`config.mk`:
```
export PLATFORM = sky130hd
export DESIGN_NAME = max_scan_controller_flat
export DESIGN_NICKNAME = d
export VERILOG_FILES = /design/src/rtl/max_scan_if.sv /design/src/rtl/max_scan_controller.sv /design/src/flat_wrapper.sv
export SDC_FILE = /design/constraint.sdc
export NUM_CORES = 1
export LEC_CHECK = 0
export BUFFER_PORTS_ARGS = -buffer_cell sky130_fd_sc_hd__buf_2
export CORE_MARGIN = 2
export CORE_UTILIZATION = 40
export CTS_BUF_LIST = sky130_fd_sc_hd__clkbuf_4 sky130_fd_sc_hd__clkbuf_8
export CTS_CLUSTER_SIZE = 8
export DETAILED_ROUTE_END_ITERATION = 16
export SLEW_MARGIN = 5
export SYNTH_ARGS = -nofsm -noshare
export SYNTH_HDL_FRONTEND = slang
export SYNTH_SLANG_ARGS = --single-unit
```
`constraint.sdc`:
```
create_clock -name clk -period 1.7 [get_ports clk]
set_input_delay 0.17 -clock clk [delete_from_list [all_inputs] [get_ports clk]]
set_output_delay 0.17 -clock clk [all_outputs]
set_load 0.02 [all_outputs]
```
`src/rtl/max_scan_if.sv`:
```
// Handshake bundle for max_scan_controller: start/count, operand stream, result stream.
// The max_idx member exists only when MAXSCAN_INDEX_EN is defined.
interface max_scan_if #(
  parameter int DATA_W = 4,
  parameter int CNT_W  = 4
);
  logic                  start;
  logic [CNT_W-1:0]      count;
  logic                  in_valid;
  logic                  in_ready;
  logic [DATA_W-1:0]     in_data;
  logic                  out_valid;
  logic                  out_ready;
  logic [2*DATA_W-1:0]   max;
`ifdef MAXSCAN_INDEX_EN
  logic [CNT_W-1:0]      max_idx;
`endif
  logic                  busy;

  modport master (
    output start, count, in_valid, in_data, out_ready,
    input  in_ready, out_valid, max, busy
`ifdef MAXSCAN_INDEX_EN
    , input max_idx
`endif
  );

  modport slave (
    input  start, count, in_valid, in_data, out_ready,
    output in_ready, out_valid, max, busy
`ifdef MAXSCAN_INDEX_EN
    , output max_idx
`endif
  );
endinterface

```
`src/rtl/max_scan_controller.sv`:
```
// Streams `count` unsigned operands and reports the first-occurring maximum.
// Define MAXSCAN_INDEX_EN to add the max_idx output and its position counter.
module max_scan_controller #(
  parameter int DATA_W = 4,
  parameter int CNT_W  = 4
) (
  input  logic         clk,
  input  logic         rst_n,
  max_scan_if.slave    bus
);

  typedef enum logic [1:0] {
    S_IDLE = 2'd0,
    S_SCAN = 2'd1,
    S_DONE = 2'd2
  } state_t;

  state_t              r_state;
  logic [CNT_W-1:0]    r_remaining;
  logic [DATA_W-1:0]   r_max;
  logic                r_first;
  logic                r_in_ready;
  logic                r_out_valid;
  logic                r_busy;
`ifdef MAXSCAN_INDEX_EN
  logic [CNT_W-1:0]    r_pos;
  logic [CNT_W-1:0]    r_max_idx;
`endif

  logic                w_xfer;
  logic                w_take;

  assign w_xfer = bus.in_valid && r_in_ready;
  // Strictly-greater compare keeps the earliest operand on ties.
  assign w_take = r_first || (bus.in_data > r_max);

  always_ff @(posedge clk or negedge rst_n) begin
    if (!rst_n) begin
      r_state     <= S_IDLE;
      r_remaining <= '0;
      r_max       <= '0;
      r_first     <= 1'b0;
      r_in_ready  <= 1'b0;
      r_out_valid <= 1'b0;
      r_busy      <= 1'b0;
`ifdef MAXSCAN_INDEX_EN
      r_pos       <= '0;
      r_max_idx   <= '0;
`endif
    end else begin
      case (r_state)
        S_IDLE: begin
          if (bus.start) begin
            r_remaining <= bus.count;
            r_max       <= '0;
            r_first     <= 1'b1;
            r_busy      <= 1'b1;
`ifdef MAXSCAN_INDEX_EN
            r_pos       <= '0;
            r_max_idx   <= '0;
`endif
            if (bus.count == '0) begin
              r_state     <= S_DONE;
              r_out_valid <= 1'b1;
            end else begin
              r_state     <= S_SCAN;
              r_in_ready  <= 1'b1;
            end
          end
        end
        S_SCAN: begin
          if (w_xfer) begin
            if (w_take) begin
              r_max     <= bus.in_data;
`ifdef MAXSCAN_INDEX_EN
              r_max_idx <= r_pos;
`endif
            end
            r_first     <= 1'b0;
            r_remaining <= r_remaining - 1'b1;
`ifdef MAXSCAN_INDEX_EN
            r_pos       <= r_pos + 1'b1;
`endif
            if (r_remaining == CNT_W'(1)) begin
              r_state     <= S_DONE;
              r_in_ready  <= 1'b0;
              r_out_valid <= 1'b1;
            end
          end
        end
        S_DONE: begin
          // Result holds until consumed; start is not looked at here.
          if (bus.out_ready) begin
            r_state     <= S_IDLE;
            r_out_valid <= 1'b0;
            r_busy      <= 1'b0;
          end
        end
        default: begin
          r_state     <= S_IDLE;
          r_in_ready  <= 1'b0;
          r_out_valid <= 1'b0;
          r_busy      <= 1'b0;
        end
      endcase
    end
  end

  assign bus.in_ready  = r_in_ready;
  assign bus.out_valid = r_out_valid;
  assign bus.busy      = r_busy;
  assign bus.max       = {{DATA_W{1'b0}}, r_max};
`ifdef MAXSCAN_INDEX_EN
  assign bus.max_idx   = r_max_idx;
`endif

endmodule

```
`src/flat_wrapper.sv`:
```
// flat-port wrapper written by rule: the top's interface ports become plain ports
module max_scan_controller_flat 
#(
  parameter int DATA_W = 4,
  parameter int CNT_W  = 4
)
  (clk, rst_n, bus_start, bus_count, bus_in_valid, bus_in_data, bus_out_ready, bus_in_ready, bus_out_valid, bus_max, bus_busy);
  max_scan_if #(.DATA_W(DATA_W), .CNT_W(CNT_W)) bus_i ();
  input  logic clk;
  input  logic rst_n;
  input wire logic [$bits(bus_i.start)-1:0] bus_start;
  input wire logic [$bits(bus_i.count)-1:0] bus_count;
  input wire logic [$bits(bus_i.in_valid)-1:0] bus_in_valid;
  input wire logic [$bits(bus_i.in_data)-1:0] bus_in_data;
  input wire logic [$bits(bus_i.out_ready)-1:0] bus_out_ready;
  output wire logic [$bits(bus_i.in_ready)-1:0] bus_in_ready;
  output wire logic [$bits(bus_i.out_valid)-1:0] bus_out_valid;
  output wire logic [$bits(bus_i.max)-1:0] bus_max;
  output wire logic [$bits(bus_i.busy)-1:0] bus_busy;
  assign bus_i.start = bus_start;
  assign bus_i.count = bus_count;
  assign bus_i.in_valid = bus_in_valid;
  assign bus_i.in_data = bus_in_data;
  assign bus_i.out_ready = bus_out_ready;
  assign bus_in_ready = bus_i.in_ready;
  assign bus_out_valid = bus_i.out_valid;
  assign bus_max = bus_i.max;
  assign bus_busy = bus_i.busy;
  max_scan_controller #(.DATA_W(DATA_W), .CNT_W(CNT_W)) u_core (.clk(clk), .rst_n(rst_n), .bus(bus_i));
endmodule
```
# Yosys cells after proc, flatten, opt, wreduce, memory -nomap -nowiden
# Cells that the tools add are included.
[word_totals]
n_memories = 0
latch_bits = 0
rom_bits = 0
inputBits = 13
ramBits = 0
regBits = 14
[classes]
n_mux = 28
n_bitwise = 2
n_reduce_logical = 11
shifts = 0
div = 0
magnitude_cmp = 1
n_mul = 0
n_addsub = 1
eq_ne = 10
[op_table]
columns = ["op", "n"]
rows = [
  ["4-bit 2-to-1 mux", 5],
  ["4-bit case mux with 2 select lines", 2],
  ["1-bit 2-to-1 mux", 11],
  ["2-bit 2-to-1 mux", 5],
  ["5-bit AND reduction", 2],
  ["1-bit case mux with 3 select lines", 3],
  ["2-bit by 1-bit inequality test with 1-bit output (second input constant)", 4],
  ["4-bit AND reduction", 2],
  ["2-bit inequality test (second input constant)", 3],
  ["2-bit case mux with 3 select lines", 1],
  ["3-bit AND reduction", 2],
  ["4-bit by 1-bit == test with 1-bit output (second input constant)", 1],
  ["4-bit > comparator", 1],
  ["4-bit zero test", 1],
  ["4-bit by 1-bit subtractor with 4-bit output (second input constant)", 1],
  ["2-bit by 1-bit == test with 1-bit output (second input constant)", 1],
  ["2-bit == test (second input constant)", 1],
  ["2-bit zero test", 1],
  ["1-bit NOT", 2],
  ["1-bit case mux with 2 select lines", 1],
  ["2-bit nonzero test", 1],
  ["1-bit logical AND", 1],
  ["1-bit logical OR", 1],
]

# Logic depth before layout (Yosys ltp)
[logic_depth]
ltp_word = 5
ltp_mapped = 7
ltp_nobuf = 7

# Least setup slack after synthesis
# Ideal clock, no wire load.
[synth_path]
path_type = "register to register"
start = "register u_core.r_max[3]"
end = "register u_core.r_max[0]"
t_arrival_ns = 1.579
setup_ns = 0.079
t_required_ns = 1.621
stages_incl_launch_ff = 7
slack_ns = 0.041
cell_sequence = "dfrtp_1 > inv_1 > ha_1 > a2111oi_2 > o21ai_1 > o211ai_4 > mux2i_1"
[synth_via]
elab_chain_cells = 4
[synth_rtl]
columns = ["item", "line_no", "source"]
rows = [
  ["start, declared", "max_scan_controller.sv:20", "logic [DATA_W-1:0] r_max;"],
  ["start signal, assigned", "max_scan_controller.sv:74", "r_max <= bus.in_data;"],
  ["4-bit > comparator", "max_scan_controller.sv:35", "assign w_take = r_first || (bus.in_data > r_max);"],
  ["1-bit logical OR", "max_scan_controller.sv:35", ""],
  ["2-bit by 1-bit inequality test with 1-bit output (no source line)", "n/a", ""],
  ["4-bit AND reduction (no source line)", "n/a", ""],
]
# No other way between the ends.
# A chain may end at the register's enable or synchronous reset.

# Final worst setup path
[layout_path]
start = "register u_core.r_max[3]"
end = "register u_core.r_max[3]"
# The elaborated chain is that of the path after synthesis.

==> metrics <==
filler instances about 230; Arr. time, crit path about 1.8 ns; All-Layer GR Usage between 10% and 20%; Initial Util between 40% and 50%; total negative slack 0 ns; worst skew pair latency 0.28 ns; register area share after synthesis between 30% and 40%; number of max-cap violations 0; Clock Path Buffers 2; DR vias/cell roughly 5.1; area delta synth->final 20.94%; IO Pins 24; Synth Instances 103; Pwr per Cell Area around 1800 nW/um2; Seq cells post-synth 14; Cell Area, Synth between 900 and 1000 um2; RSZ-0062 raised after global routing false; Post-synth EDFFs 0; final setup violating endpoints 0; CP required between 1.5 and 2 ns; layout cell share with drive strength beyond 1 25.40%; number of synthesis warnings 0; Vert. Die Dim around 51 um; Min-Delay Path Class input port to register; Die ar. between 2000 and 3000 um2; commonest non-fill, non-tap cell in the layout buf_2; FF-to-FF End u_core.r_max[3]; Total Wirelength ~1800 um; CTS H-tree depth 1; fmax about 640 MHz; Final Cycle Share roughly nine tenths; Critical Path End u_core.r_max[3]; DR DRC count 0; Synth Area per Inst just under 9 um2; Peak VDD IR slightly below 900 uV; root buffer cell clkbuf_4; Core Region about 2200 um2; clock-pin slew on the worst setup and hold paths 0.09 ns; CP Max Fanout 4; Synth top area share about two fifths; initial drt markers 3; final net count 146; Post-CTS Setup Bufs 0; initial antenna violation count 0; grt total ovfl 0; most frequent cells in the layout buf_2, nand2_1, dfrtp_1; P_leak roughly 0.52 nW; Crit. End Element register; Rows 17; r2r worst-path depth 6; reg2reg setup slack around 0.14 ns; CTS tree yes; per-cell routed wire length roughly 11 um; vias post-DR between 700 and 800; fin. max-slew vios 0; non-filler instance count after layout approximately 150; R2R Path Start u_core.r_max[3]; CP startpoint kind register; Worst Skew between 0.004 and 0.005 ns; Critical Path Source u_core.r_max[3]; hpwl dp 1368 um; DIE WIDTH between 50 and 60 um; CTS Buf Count 3; placed cells between 100 and 150; dpl cell area between 1000 and 1500 um2; CP Class register to register; Hold Fails Final Rpt 0; largest cells by area after synthesis dfrtp_1, ha_1, a21oi_1; largest net degree at the start of global routing 15; minimum clock period after layout between 1.5 and 2 ns; first-pass GRT wire length approximately 3200 um; ANT cells 0; router iterations before antenna repair 4; largest area contributor in the netlist dfrtp_1; number of global-route vias before repair roughly 800; post-route cell area 1091 um2; Placer Congestion 0.7260; Synth cell types 28; clk sinks 14; PortBufs 19; Post-synth ARST share 100.0%; Antenna Violating Nets Remaining 0; prevailing post-synth register cell dfrtp_1; status finished clean
what timing repair did:
action                                 in CTS  in global routing
setup endpoints to repair                   1                  4
gates resized for setup                     1                  3
hold buffers                                1                  0
endpoints found under the hold margin      14                  0
how the worst min path moves through the flow:
stage,slack [ns],start,cells past startpoint,to
global placement,0.09,rst_n,1,u_core.r_max[2]
floorplan,-0.13,rst_n,0,u_core.bus.busy
detailed placement,0.09,rst_n,1,u_core.r_max[2]
finish,0.13,bus_in_data[2],3,u_core.r_max[2]
global route,0.11,bus_in_data[2],3,u_core.r_max[2]
CTS,0.12,bus_in_data[2],3,u_core.r_max[2]
power by group:
| part | switching [mW] | total [mW] | leakage, nW | internal, mW |
|---|---|---|---|---|
| Sequential | 0.185 | 0.672 | 0.167 | 0.487 |
| Clock | 0.117 | 0.248 | 0.0210 | 0.130 |
| Combinational | 0.570 | 1.00 | 0.335 | 0.431 |
registers in the layout, indices dropped and copies added (netlist names):
signal and flops:
u_core.r_remaining 4, u_core.bus.out_valid 1, u_core.bus.in_ready 1, u_core.r_first 1
u_core.r_state 2, u_core.r_max 4, u_core.bus.busy 1
stage by stage:
stage                     util [%]  power [mW]  hold WS [ns]  setup slack [ns]
after CTS                    49.54       1.899        0.1214           0.03528
after global placement       46.83       1.616       0.08900            0.1326
after floorplan                  -       1.380       -0.1256           0.04146
after global routing         50.29       2.118        0.1131           0.01795
final                        50.29       1.921        0.1292            0.1369
after detailed placement     46.83       1.631       0.08916           0.02751
logic make-up (layout without fill, tap and decap cells):
| logic type | count (synthesis) | after routing | synth area share (%) |
|---|---|---|---|
| AO/OA/AOI/OAI | 28 | 28 | 21.64 |
| adder cells (fa/ha/maj) | 6 | 6 | 8.322 |
| buffers and inverters | 18 | 38 | 9.708 |
| flip-flops | 14 | 14 | 38.84 |
| multiplexers | 4 | 4 | 4.438 |
| other | 1 | 4 | 0.4157 |
| AND/OR/NAND/NOR | 32 | 32 | 16.64 |
critical path, stage by stage (launching register included):
cell       delay, ns
dfrtp_1         0.41
inv_2           0.09
ha_4            0.21
a2111oi_4       0.31
o21ai_2         0.12
o211ai_4        0.14
mux2i_1         0.22
area by class of cell:
cell class / instances / area [um2] / area share, %
inverter: 12 / 45.04 / 4.128
clock buffer: 4 / 36.28 / 3.326
sequential: 14 / 350.3 / 32.11
tap: 28 / 35.03 / 3.211
timing repair buffer: 22 / 120.1 / 11.01
multi-input combinational: 74 / 504.2 / 46.22
cells in the mapped netlist (2+ instances only):
cell,instances
a21oi_1,12
buf_4,5
dfrtp_1,14
ha_1,6
inv_1,12
mux2i_1,4
nand2_1,14
nand2b_1,2
nand3_1,3
nor2_1,7
o21ai_0,6
o32ai_1,2
metal layers:
| layer | GRT usage (%) | share of wire, % | vias up |
|---|---|---|---|
| met5 | 0 | 0 | - |
| met4 | 9.211 | 1.0 | 0 |
| met3 | 4.023 | 4.7 | 2 |
| met2 | 26.71 | 48 | 21 |
| met1 | 19.67 | 47 | 364 |
| li1 | - | - | 391 |
(Power assumes the default switching activity.)
